--- config.mk ---
export PLATFORM = sky130hd
export DESIGN_NAME = fifo_to_sram_burst
export DESIGN_NICKNAME = d
export VERILOG_FILES = /design/src/rtl/fifo_to_sram_burst.sv
export SDC_FILE = /design/constraint.sdc
export NUM_CORES = 1
export LEC_CHECK = 0
export CORE_MARGIN = 8
export CORE_UTILIZATION = 45
export CTS_CLUSTER_SIZE = 28
export DETAILED_ROUTE_END_ITERATION = 8
export PLACE_DENSITY = 0.78
export SETUP_SLACK_MARGIN = 0.05
export SLEW_MARGIN = 5
export SYNTH_ARGS = -nofsm -noshare
export SYNTH_HDL_FRONTEND = slang
export SYNTH_SLANG_ARGS = --single-unit
--- constraint.sdc ---
create_clock -name wb_clk -period 4.85 [get_ports wb_clk]
set_input_delay 1.2125 -clock wb_clk [delete_from_list [all_inputs] [get_ports wb_clk]]
set_output_delay 1.2125 -clock wb_clk [all_outputs]
set_load 0.01 [all_outputs]
--- src/rtl/fifo_to_sram_burst.sv ---
// Moves fixed-length bursts of words from a FIFO into an SRAM ring buffer (addr_base..addr_limit).
// Optional end-of-burst pulse output is enabled by defining FIFO_TO_SRAM_BURST_DONE_EN.
module fifo_to_sram_burst #(
  parameter int DATA_WIDTH  = 32,
  parameter int COUNT_WIDTH = 5,
  parameter int ADDR_WIDTH  = 10
) (
  input  logic                   wb_clk,
  input  logic                   wb_rst_n,
  input  logic                   enable,
  input  logic                   empty,
  input  logic [COUNT_WIDTH-1:0] fifo_number_samples,
  input  logic [COUNT_WIDTH-1:0] burst_len,
  input  logic [DATA_WIDTH-1:0]  fifo_data_in,
  input  logic                   data_done,
  input  logic [ADDR_WIDTH-1:0]  addr_base,
  input  logic [ADDR_WIDTH-1:0]  addr_limit,
  output logic                   pop,
  output logic [DATA_WIDTH-1:0]  sram_data_out,
  output logic [ADDR_WIDTH-1:0]  sram_addr,
  output logic                   sram_start,
  output logic                   busy
`ifdef FIFO_TO_SRAM_BURST_DONE_EN
  ,
  output logic                   burst_done
`endif
);

  typedef enum logic [2:0] {
    ST_IDLE  = 3'd0,
    ST_POP   = 3'd1,
    ST_LOAD  = 3'd2,
    ST_START = 3'd3,
    ST_WAIT  = 3'd4
  } state_t;

  localparam logic [COUNT_WIDTH-1:0] CNT_ONE  = COUNT_WIDTH'(1);
  localparam logic [ADDR_WIDTH-1:0]  ADDR_ONE = ADDR_WIDTH'(1);

  state_t                   state_r;
  logic [ADDR_WIDTH-1:0]    addr_r;
  logic [COUNT_WIDTH-1:0]   cnt_r;
  logic [COUNT_WIDTH-1:0]   len_r;
  logic                     start_ok_s;
  logic                     last_word_s;
  logic [ADDR_WIDTH-1:0]    addr_next_s;

  // A burst needs the whole burst already buffered so it never stalls on an empty FIFO.
  assign start_ok_s  = enable && !empty && (burst_len != '0) && (fifo_number_samples >= burst_len);
  assign last_word_s = (cnt_r == (len_r - CNT_ONE));
  assign addr_next_s = (addr_r == addr_limit) ? addr_base : (addr_r + ADDR_ONE);

  // Burst sequencer with registered strobes and SRAM write port.
  always_ff @(posedge wb_clk) begin
    if (!wb_rst_n) begin
      state_r       <= ST_IDLE;
      pop           <= 1'b0;
      sram_start    <= 1'b0;
      busy          <= 1'b0;
      sram_data_out <= '0;
      sram_addr     <= '0;
      addr_r        <= '0;
      cnt_r         <= '0;
      len_r         <= '0;
`ifdef FIFO_TO_SRAM_BURST_DONE_EN
      burst_done    <= 1'b0;
`endif
    end else begin
      pop        <= 1'b0;
      sram_start <= 1'b0;
`ifdef FIFO_TO_SRAM_BURST_DONE_EN
      burst_done <= 1'b0;
`endif
      case (state_r)
        ST_IDLE: begin
          // Holding the address while enabled lets the next burst continue around the ring.
          if (!enable) begin
            addr_r <= addr_base;
          end
          if (start_ok_s) begin
            state_r <= ST_POP;
            pop     <= 1'b1;
            busy    <= 1'b1;
            cnt_r   <= '0;
            len_r   <= burst_len;
          end
        end
        ST_POP: begin
          state_r <= ST_LOAD;
        end
        ST_LOAD: begin
          sram_data_out <= fifo_data_in;
          sram_addr     <= addr_r;
          sram_start    <= 1'b1;
          state_r       <= ST_START;
        end
        ST_START: begin
          state_r <= ST_WAIT;
        end
        ST_WAIT: begin
          if (data_done) begin
            addr_r <= addr_next_s;
            if (last_word_s) begin
              state_r    <= ST_IDLE;
              busy       <= 1'b0;
`ifdef FIFO_TO_SRAM_BURST_DONE_EN
              burst_done <= 1'b1;
`endif
            end else begin
              cnt_r   <= cnt_r + CNT_ONE;
              state_r <= ST_POP;
              pop     <= 1'b1;
            end
          end
        end
        default: begin
          state_r <= ST_IDLE;
          busy    <= 1'b0;
        end
      endcase
    end
  end

endmodule

Word level (Yosys, flattened, before mapping)

Index checks and enable logic that the tools add are counted.

Output and inout port bits: 45
Input port bits: 67
Flip-flop bits (word level): 68

Bitwise gates (word level): 1
Reduce and logical (&&, ||, !) cells: 13
Order comparisons: 1
Add/subtract/negate cells: 3
Muxes and demuxes: 21
Equal/unequal tests: 11

Operators by type and width:

| kind                                                                  | count |
|---|---|
| 10-bit two-way mux                                                    | 3 |
| 10-bit one-hot mux with 2 select lines                                | 1 |
| 5-bit two-way mux                                                     | 3 |
| 3-bit one-hot mux with 5 select lines                                 | 1 |
| 10-bit by 1-bit adder with 10-bit output, second input constant       | 1 |
| 10-bit equality test                                                  | 1 |
| 2-bit != test, second input constant                                  | 5 |
| 5-bit one-hot mux with 2 select lines                                 | 1 |
| 1-bit two-way mux                                                     | 8 |
| 4-bit AND reduction                                                   | 2 |
| 3-bit by 2-bit equality test with 1-bit output, second input constant | 2 |
| 3-bit two-way mux                                                     | 2 |
| 5-bit by 1-bit adder with 5-bit output, second input constant         | 1 |
| 5-bit equality test                                                   | 1 |
| 5-bit >= comparator                                                   | 1 |
| 5-bit nonzero test                                                    | 1 |
| 5-bit by 1-bit subtractor with 5-bit output, second input constant    | 1 |
| 2-bit AND reduction                                                   | 2 |
| 3-bit by 1-bit equality test with 1-bit output, second input constant | 1 |
| 3-bit equality test, second input constant                            | 1 |
| 1-bit logical AND                                                     | 3 |
| 3-bit zero test                                                       | 1 |
| 1-bit one-hot mux with 3 select lines                                 | 1 |
| 3-bit AND reduction                                                   | 1 |
| other kinds (5)                                                       | 5 |

Longest topological paths before layout

Depth in word-level cells: 6
Mapped depth: 8
Depth with buffers taken out: 7

Worst setup path before layout

No wires, ideal clock.

Path kind: input to register
From: in fifo_number_samples[0]
To: reg state_r[0]
Setup time: 0.131 ns
Buffers on the path: 0
Setup slack: 2.258 ns
Arrival: 2.461 ns
Stages: 7
Cell sequence: inv_1 -> ha_1 -> nand2b_1 -> a211oi_1 -> o21ai_0 -> a221oi_1 -> nor4b_1

Cells in the longest elaborated chain, start to end: 4

Ends and longest elaborated chain:

| item                          | RTL line | text |
|---|---|---|
| start: declaration            | 12       | `input logic [COUNT_WIDTH-1:0] fifo_number_samples,` |
| 5-bit >= comparator           | 49       | `assign start_ok_s = enable && !empty && (burst_len != '0) && (fifo_number_samples >= burst_len);` |
| 1-bit logical AND             | 49       |  |
| 2-bit != test (no line)       | n/a      |  |
| 2-bit AND reduction (no line) | n/a      |  |
| end signal: assignment        | 56       | `state_r <= ST_IDLE;` |
| end signal: assignment        | 81       | `state_r <= ST_POP;` |
| end signal: assignment        | 89       | `state_r <= ST_LOAD;` |
| end: declaration              | 40       | `state_t state_r;` |

No other way between the ends.
A chain may end at the register's enable or synchronous reset.

==> impl_metrics.tcl <==
set metrics [dict create \
    setup-tns-final_ns 0 \
    fin_ws_ns 1.69 \
    insertion_delay_ns 0.35 \
    crit_arrival_ns 3.42 \
    r2r-end "busy" \
    reg2reg_slack_ns 2.31 \
    cts_made_buffers 9 \
    number_of_enable_type_register_cells_in_the_synthesized_netlist 0 \
    drt-initial-drc-count 160 \
    synth_compound_gate_area_share 0.186 \
    starting_utilization_of_the_core_area 0.462 \
    min_period_over_period 0.651 \
    clock.fmax_mhz 317 \
    yosys_warnings 0 \
    class_of_the_tightest_hold_or_removal_check "reg -> reg" \
    postRouteWirelength_mm 9.48 \
    timing.critical_path.fanout_max 49 \
    crit_path_leading_delay_family "buffers and inverters" \
    p_leak_nw 1.58 \
    timing_worst_setup_path_type "in -> reg" \
    num_antenna_cells 0 \
    synthDistinctLibCells 51 \
    slowest_delay_ns 0.87 \
    drv.max_cap_violation_count 0 \
    timing_max_transition_violations_final 0 \
    synth_area_per_cell_um2 8.14 \
    synthSimpleGateAreaFrac 0.262 \
    firstDrtPassIters 4 \
    outcome "finished clean" \
    syn_nets 484 \
    dieWidth_um 102 \
    end_kind "flop" \
    hpwlAfterDp_mm 6.88 \
    powerDensity_nw_per_um2 294 \
    grt_pass1_vias 3215 \
    floorplan_die_area_um2 10400 \
    postSynthRegisterBits 68 \
    setup_viol 0 \
    drtAntennaViolNets 0 \
    min_delay_worst_endpoint "sram_data_out[23]" \
    remaining_drc_errors 0 \
    tritoncts "yes" \
    slew-limit-headroom 0.255 \
    syn-instance-count 409 \
    post_route_cells_drive_above_1_share 0.0610 \
    dp_cells 592 \
    synth_top_family_by_area "simple AND/OR/NAND/NOR gates" \
    worst-endpoint-required_ns 5.11 \
    grt_pass1_wl_mm 15.3 \
    cts_num_sinks 68 \
    holdCritStartpoint "sram_data_out[23]" \
    postCtsResizedCells 0 \
    synth.mux.area_fraction 0.00601 \
    rsz0062_at_grt "false" \
    area_delta_synth_final_pct 39.2 \
    grt_max_degree 50 \
    net_total_in_the_final_layout 579 \
    layout.cells.non_filler 607 \
    cts.clk_slew.worst_paths_ns 0.08 \
    cts.hold.buffers_added 0 \
    fp.coreArea_um2 7210 \
    synth_seq_area_share 0.409 \
    clk_path_buf_depth 2 \
    root_buffer "sky130_fd_sc_hd__clkbuf_8" \
    number_of_port_buffers 111 \
    routed_via_density 5.28 \
    wire_per_inst_um 15.6 \
    path_cells "clkdlybuf4s50_1 -> clkinv_1 -> buf_4 -> nor4b_1 -> o21ai_0 -> o221ai_1" \
    postSynth.asyncResetShare 0 \
    largest_cells_by_area_after_synthesis "sky130_fd_sc_hd__dfxtp_1 41%, sky130_fd_sc_hd__nand2_1 11%, sky130_fd_sc_hd__a21oi_1 8.3%" \
    clock_tree.htree_level_count 3 \
    final_core_utilization 0.643 \
    number_of_primary_i_o_pins 112 \
    synth_top_area_cell "sky130_fd_sc_hd__dfxtp_1" \
    synth_top_flop_cell "sky130_fd_sc_hd__dfxtp_1" \
    synthXorXnorAreaFrac 0.0447 \
    floorplan.rows 31 \
    hold_depth 2 \
    fp.dieH_um 102 \
    report.final.hold_viol_count 0 \
    post-synth-top-area-fraction 0.409 \
    vias 3203 \
    crit-reg2reg-launch "len_r[0]" \
    r2r_worst_path_depth 7 \
    final_min_period_ns 3.16 \
    grt_antenna_before_repair 0 \
    nFillCells 629 \
    cts.repair_timing.setup_buffer_count 0 \
    timing_worst_slew_pin_value_ns 1.12 \
    syn-cell-area_um2 3330 \
    crit_path_top_delay_cell "sky130_fd_sc_hd__clkdlybuf4s50_1" \
    gp_routability_congestion 0.862 \
    post_synth_fa_ha_maj_area_fraction 0.0301 \
    highest_count_cells_in_the_layout_ignoring_fill_and_taps "111 x sky130_fd_sc_hd__clkdlybuf4s50_1, 98 x sky130_fd_sc_hd__nand2_1, 68 x sky130_fd_sc_hd__dfxtp_1" \
    worst_voltage_drop_across_the_vdd_grid_mv 0.219 \
    critical_path.n_buffers_inverters 3 \
    grt_util_all_layers 0.183 \
    mostFrequentLayoutCell "sky130_fd_sc_hd__clkdlybuf4s50_1" \
    dp_slack_ns 1.35 \
    global_route.overflow_total 0 \
    critPathLaunchType "primary input" \
    skew_final_ns 0.0120 \
]
[synthesized netlist by cell type, types with 9 or more instances]
| cell | count |
|---|---|
| sky130_fd_sc_hd__nand2_1 | 98 |
| sky130_fd_sc_hd__dfxtp_1 | 68 |
| sky130_fd_sc_hd__a21oi_1 | 55 |
| sky130_fd_sc_hd__clkbuf_1 | 14 |
| sky130_fd_sc_hd__nand3_1 | 14 |
| sky130_fd_sc_hd__xor2_1 | 12 |
| sky130_fd_sc_hd__inv_1 | 10 |
| sky130_fd_sc_hd__nand4_1 | 10 |
| sky130_fd_sc_hd__nor2_1 | 9 |
| sky130_fd_sc_hd__o21ai_0 | 9 |
| sky130_fd_sc_hd__o31ai_1 | 9 |
[metal layers]
layer  track usage  part of all wire
met4        0.0711             0.018
met3        0.0634             0.085
met2         0.303              0.48
met5             0                 0
met1         0.212              0.42
[power breakdown]
group	switching (W)	leakage, nW	internal (W)	total, W
Combinational	0.000117	0.930	0.000120	0.000238
Clock	0.000222	0.102	0.000287	0.000510
Sequential	0.0000287	0.552	0.000585	0.000614
[area by class of cell]
cell class,count,area [um2],share of cell area
clock buffer,9,124,0.0267
clock inverter,6,88.8,0.0192
inverter,10,37.5,0.00809
timing repair buffer,114,1130,0.244
sequential,68,1360,0.294
tap,99,124,0.0267
multi-input combinational,301,1770,0.381
[worst max path at each step]
stage	start	to	depth (start not counted)
finish	wb_rst_n	addr_r[8]	6
global route	wb_rst_n	addr_r[8]	6
CTS	wb_rst_n	addr_r[8]	6
detailed placement	wb_rst_n	addr_r[8]	6
global placement	wb_rst_n	addr_r[8]	6
floorplan	fifo_number_samples[0]	state_r[0]	7
[logic make-up (layout without fill, tap and decap cells)]
| group | after synthesis | count (layout) |
|---|---|---|
| and+or+nand+nor | 174 | 174 |
| adders and majority gates | 8 | 8 |
| DFF | 68 | 68 |
| AOI/OAI and AO/OA | 100 | 100 |
| buffers and inverters | 40 | 139 |
| xor gates and xnor gates | 17 | 17 |
| muxes | 2 | 2 |
[stage by stage]
| stage | hold slack (ns) | area (um2) | power (W) |
|---|---|---|---|
| 2_1_floorplan | 0.461 | 3330 | 0.000752 |
| 3_3_place_gp | 0.441 | 4420 | 0.000858 |
| 3_5_place_dp | 0.447 | 4420 | 0.000864 |
| 4_1_cts | 0.458 | 4640 | 0.00137 |
| 5_1_grt | 0.474 | 4640 | 0.00142 |
| 6_report | 0.454 | 4640 | 0.00136 |
[worst register-to-register path, delay by kind of cell, from the launching register on]
kind / cells / cell delay (ns)
adder cells (fa/ha/maj): 1 / 0.25
buffers and inverters: 1 / 0.07
flip-flops: 1 / 0.41
AO/OA/AOI/OAI: 4 / 1.56
XOR/XNOR: 1 / 0.15
[state kept, by name, summed over array words and instances (netlist names)]
signal and flops:
sram_addr 10, sram_data_out 32, addr_r 10, sram_start 1, busy 1, state_r 3
len_r 5, pop 1, cnt_r 5
Note: power is estimated with default switching activity, not from simulation.
==> RTL change 1: new RTL, same flow settings <==
Encoding of `state_t`: now one-hot (5 bits for 5 states).
--- a/src/rtl/fifo_to_sram_burst.sv
+++ b/src/rtl/fifo_to_sram_burst.sv
@@ -28,8 +28,8 @@
 
-  typedef enum logic [2:0] {
-    ST_IDLE  = 3'd0,
-    ST_POP   = 3'd1,
-    ST_LOAD  = 3'd2,
-    ST_START = 3'd3,
-    ST_WAIT  = 3'd4
+  typedef enum logic [4:0] {
+    ST_IDLE  = 5'b00001,
+    ST_POP   = 5'b00010,
+    ST_LOAD  = 5'b00100,
+    ST_START = 5'b01000,
+    ST_WAIT  = 5'b10000
   } state_t;
Formal check against the unedited RTL: no difference found for any inputs over 10 cycles, from zero or initial values and one cycle with wb_rst_n low; not proved beyond that.
==> RTL change 1 against the original RTL <==
Power is 15% lower. Sequential cell count up 2. Fmax is 2.1% higher. Non-clock buffer count is the same. Setup slack gained 0.065 ns. Final area shrank 2.1%. Wire length shrank 6.5%. Highest routed layer unchanged. Final cell count is 0.66% lower. Register-to-register slack improved by 0.30 ns. Via count down 3.5%. Synthesized area shrank 3.1%.
==> RTL change 1: results (changes against the original RTL) <==
status completed; Wirelength per Cell 14.7 um (-5.9%); routability cong. 0.819 (-5.0%); post-synthesis sequential area ratio 43.4% (+2.6 points); Worst Hold Endpoint sram_data_out[16]; Post-Syn Nets 477 (-1.4%); Sw Share 23.4% (-3.6 points); number of global-route vias before repair 2963 (-7.8%); Clock power frac 36.9% (-0.5 points); R2R setup slack 2.61 ns (+0.30 ns); pin count of the biggest net entering global routing 45 (-10%); adder-cell area share of the yosys netlist 3.10% (+0.097 points); Least-Margin Pin Slew 0.897 ns (-0.219 ns); Post-Synth XOR/XNOR Area 4.34% (-0.13 points); Final Util 64.0% (-0.29 points); min cycle time layout 3.09 ns (-0.0646 ns); complex-gate fraction of the synthesized area 17.1% (-1.5 points); CP max FO 8 (-84%); GRT Util Overall 17.2% (-1.1 points); Setup crit end state_r[0]; share of cells above drive strength 1 4.56% (-1.5 points); Post-DP Area 4370 sq um (-1.3%); initial DRC count 125 (-22%); launch point of the worst reg-to-reg path state_r[1]; later-pin clock latency in the skew report 0.33 ns (-0.02 ns); top cells by count, synth 98 x nand2_1, 70 x dfxtp_1, 50 x a21oi_1; Max rail drop VDD 0.158 mV (-28%); Placement Setup Slack 1.39 ns (+0.0407 ns); Setup crit start burst_len[2]; Post-Syn Area per Cell 8.03 sq um (-1.4%); Max Clock Skew 0.00671 ns (-0.00527 ns); post-synth cell types 49 (-3.9%); DRT Wirelength 8870 um (-6.5%); Pleak 1.54 nW (-2.6%); first-pass GRT wire length 14000 um (-8.5%); R2R depth 6 (-1); Combinational Power 131 uW (-45%); Worst EP arrival 3.28 ns (-0.14 ns); synth top area cells dfxtp_1 43%, nand2_1 11%, a21oi_1 7.8%, xnor2_1 3.8%, ha_1 3.1%; # nets final 576 (-0.52%); hold slack 0.453 ns (-0.000947 ns); fill count 634 (+0.79%); Logic pwr share 11.3% (-6.2 points)
[RTL change 1: cell count changes after synthesis, moves of 4 or more]
cell,change
mux2i_1,+4
a31oi_1,-4
a21oi_1,-5
o31ai_1,-8
xor2_1,-10
xnor2_1,+9
nor2_1,+13
o21ai_1,+9
[RTL change 1: final cells by class]
class	instances	share of cell area, %
Clock buffer	13	3.72
Clock inverter	1	0.110
Sequential cell	70	30.9
Multi-Input combinational cell	296	36.8
Timing Repair Buffer	114	25.0
Inverter	10	0.826
Tap cell	99	2.73
[RTL change 1: worst max-delay path, stage by stage]
cell and delay (ns):
clkdlybuf4s50_1 0.47, inv_1 0.06, ha_1 0.29, nand2_1 0.05
o21ai_1 0.12, a31oi_1 0.16, nor4_4 0.53, nand2b_2 0.29
o21ai_1 0.09
[RTL change 1: per-layer routing]
| metal | global-route usage, % | wire length, um |
|---|---|---|
| met5 | 0 | 0 |
| met2 | 29.3 | 4480 |
| met3 | 4.21 | 477 |
| met4 | 8.84 | 210 |
| met1 | 19.3 | 3700 |
==> RTL change 2: new RTL, config.mk and constraints unchanged <==
Without the edit above. Add a define of `FIFO_TO_SRAM_BURST_DONE_EN`.
--- a/src/rtl/fifo_to_sram_burst.sv
+++ b/src/rtl/fifo_to_sram_burst.sv
@@ -2,2 +2,4 @@
 // Optional end-of-burst pulse output is enabled by defining FIFO_TO_SRAM_BURST_DONE_EN.
+`define FIFO_TO_SRAM_BURST_DONE_EN
+
 module fifo_to_sram_burst #(
Check against the original RTL (old outputs only; new: burst_done): equivalent (equiv_simple and equiv_induct, registers matched by name and starting in step).
==> RTL change 2 against the original RTL <==
Setup slack gained 0.24 ns. Via count shrank 3.4%. Final cell count shrank 0.99%. Wire length shrank 4.9%. Final area grew 0.57%. Sequential share of layout area grew 0.26 points. Sequential cell count grew 1. Power grew 1.6%. Synthesized area is the same. Critical path depth grew 2.
==> RTL change 2: results (changes against the original RTL) <==
# nets final 573 (-1.0%); Post-DP Area 4450 sq um (+0.62%); post-synth cell types 53 (+3.9%); Max rail drop VDD 0.179 mV (-19%); WL met3 857 um (+6.3%); min cycle time layout 2.92 ns (-0.236 ns); share of cells above drive strength 1 7.77% (+1.7 points); vias after detailed routing 3095 (-3.4%); DP Cell Count 586 (-1.0%); met2 wire len 4330 um (-4.4%); HPWL Detailed 6660 um (-3.2%); top cells by count, synth 99 x nand2_1, 69 x dfxtp_1, 57 x a21oi_1; Worst Hold Endpoint sram_addr[0]; Setup crit end state_r[0]; met2 usage 28.7% (-1.6 points); status completed; port bufs 112 (+0.90%); initial DRC count 95 (-41%); R2R setup slack 2.56 ns (+0.25 ns); met3 usage 7.15% (+0.82 points); Pleak 1.64 nW (+3.3%); Worst EP arrival 3.12 ns (-0.30 ns); hold slack 0.456 ns (+0.00169 ns); CP max stage delay 0.46 ns (-0.41 ns); DRT Wirelength 9010 um (-4.9%)
## RTL change 2: area by class of cell
cell class,instances,area [sq um]
fill,639,2550
multi-input combinational,292,1760
sequential,69,1380
timing repair buffer,115,1140
clock buffer,9,124
tap,99,124
clock inverter,6,87.6
inverter,11,41.3
## RTL change 2: cells by family (layout without fill, tap and decap cells)
kind of cell    Yosys count  count (layout)  share of synthesized area [%]
simple gates            162             162                           23.9
fa+ha+maj                 8               8                           3.01
flops                    69              69                           41.5
mux                       8               8                           2.40
xor+xnor                 17              17                           4.47
buf+inv                  38             141                           5.78
compound gates           97              97                           18.9
## RTL change 2: worst max-delay path: cells and delay by family
family	cells	cell delay, ns
compound gates	3	0.91
buf+inv	2	0.50
fa+ha+maj	1	0.27
simple gates	2	0.22
## RTL change 2: report_power, final
part	switching (mW)	total [mW]	internal, mW
Sequential	0.0306	0.627	0.596
Clock	0.219	0.506	0.288
Combinational	0.124	0.251	0.127
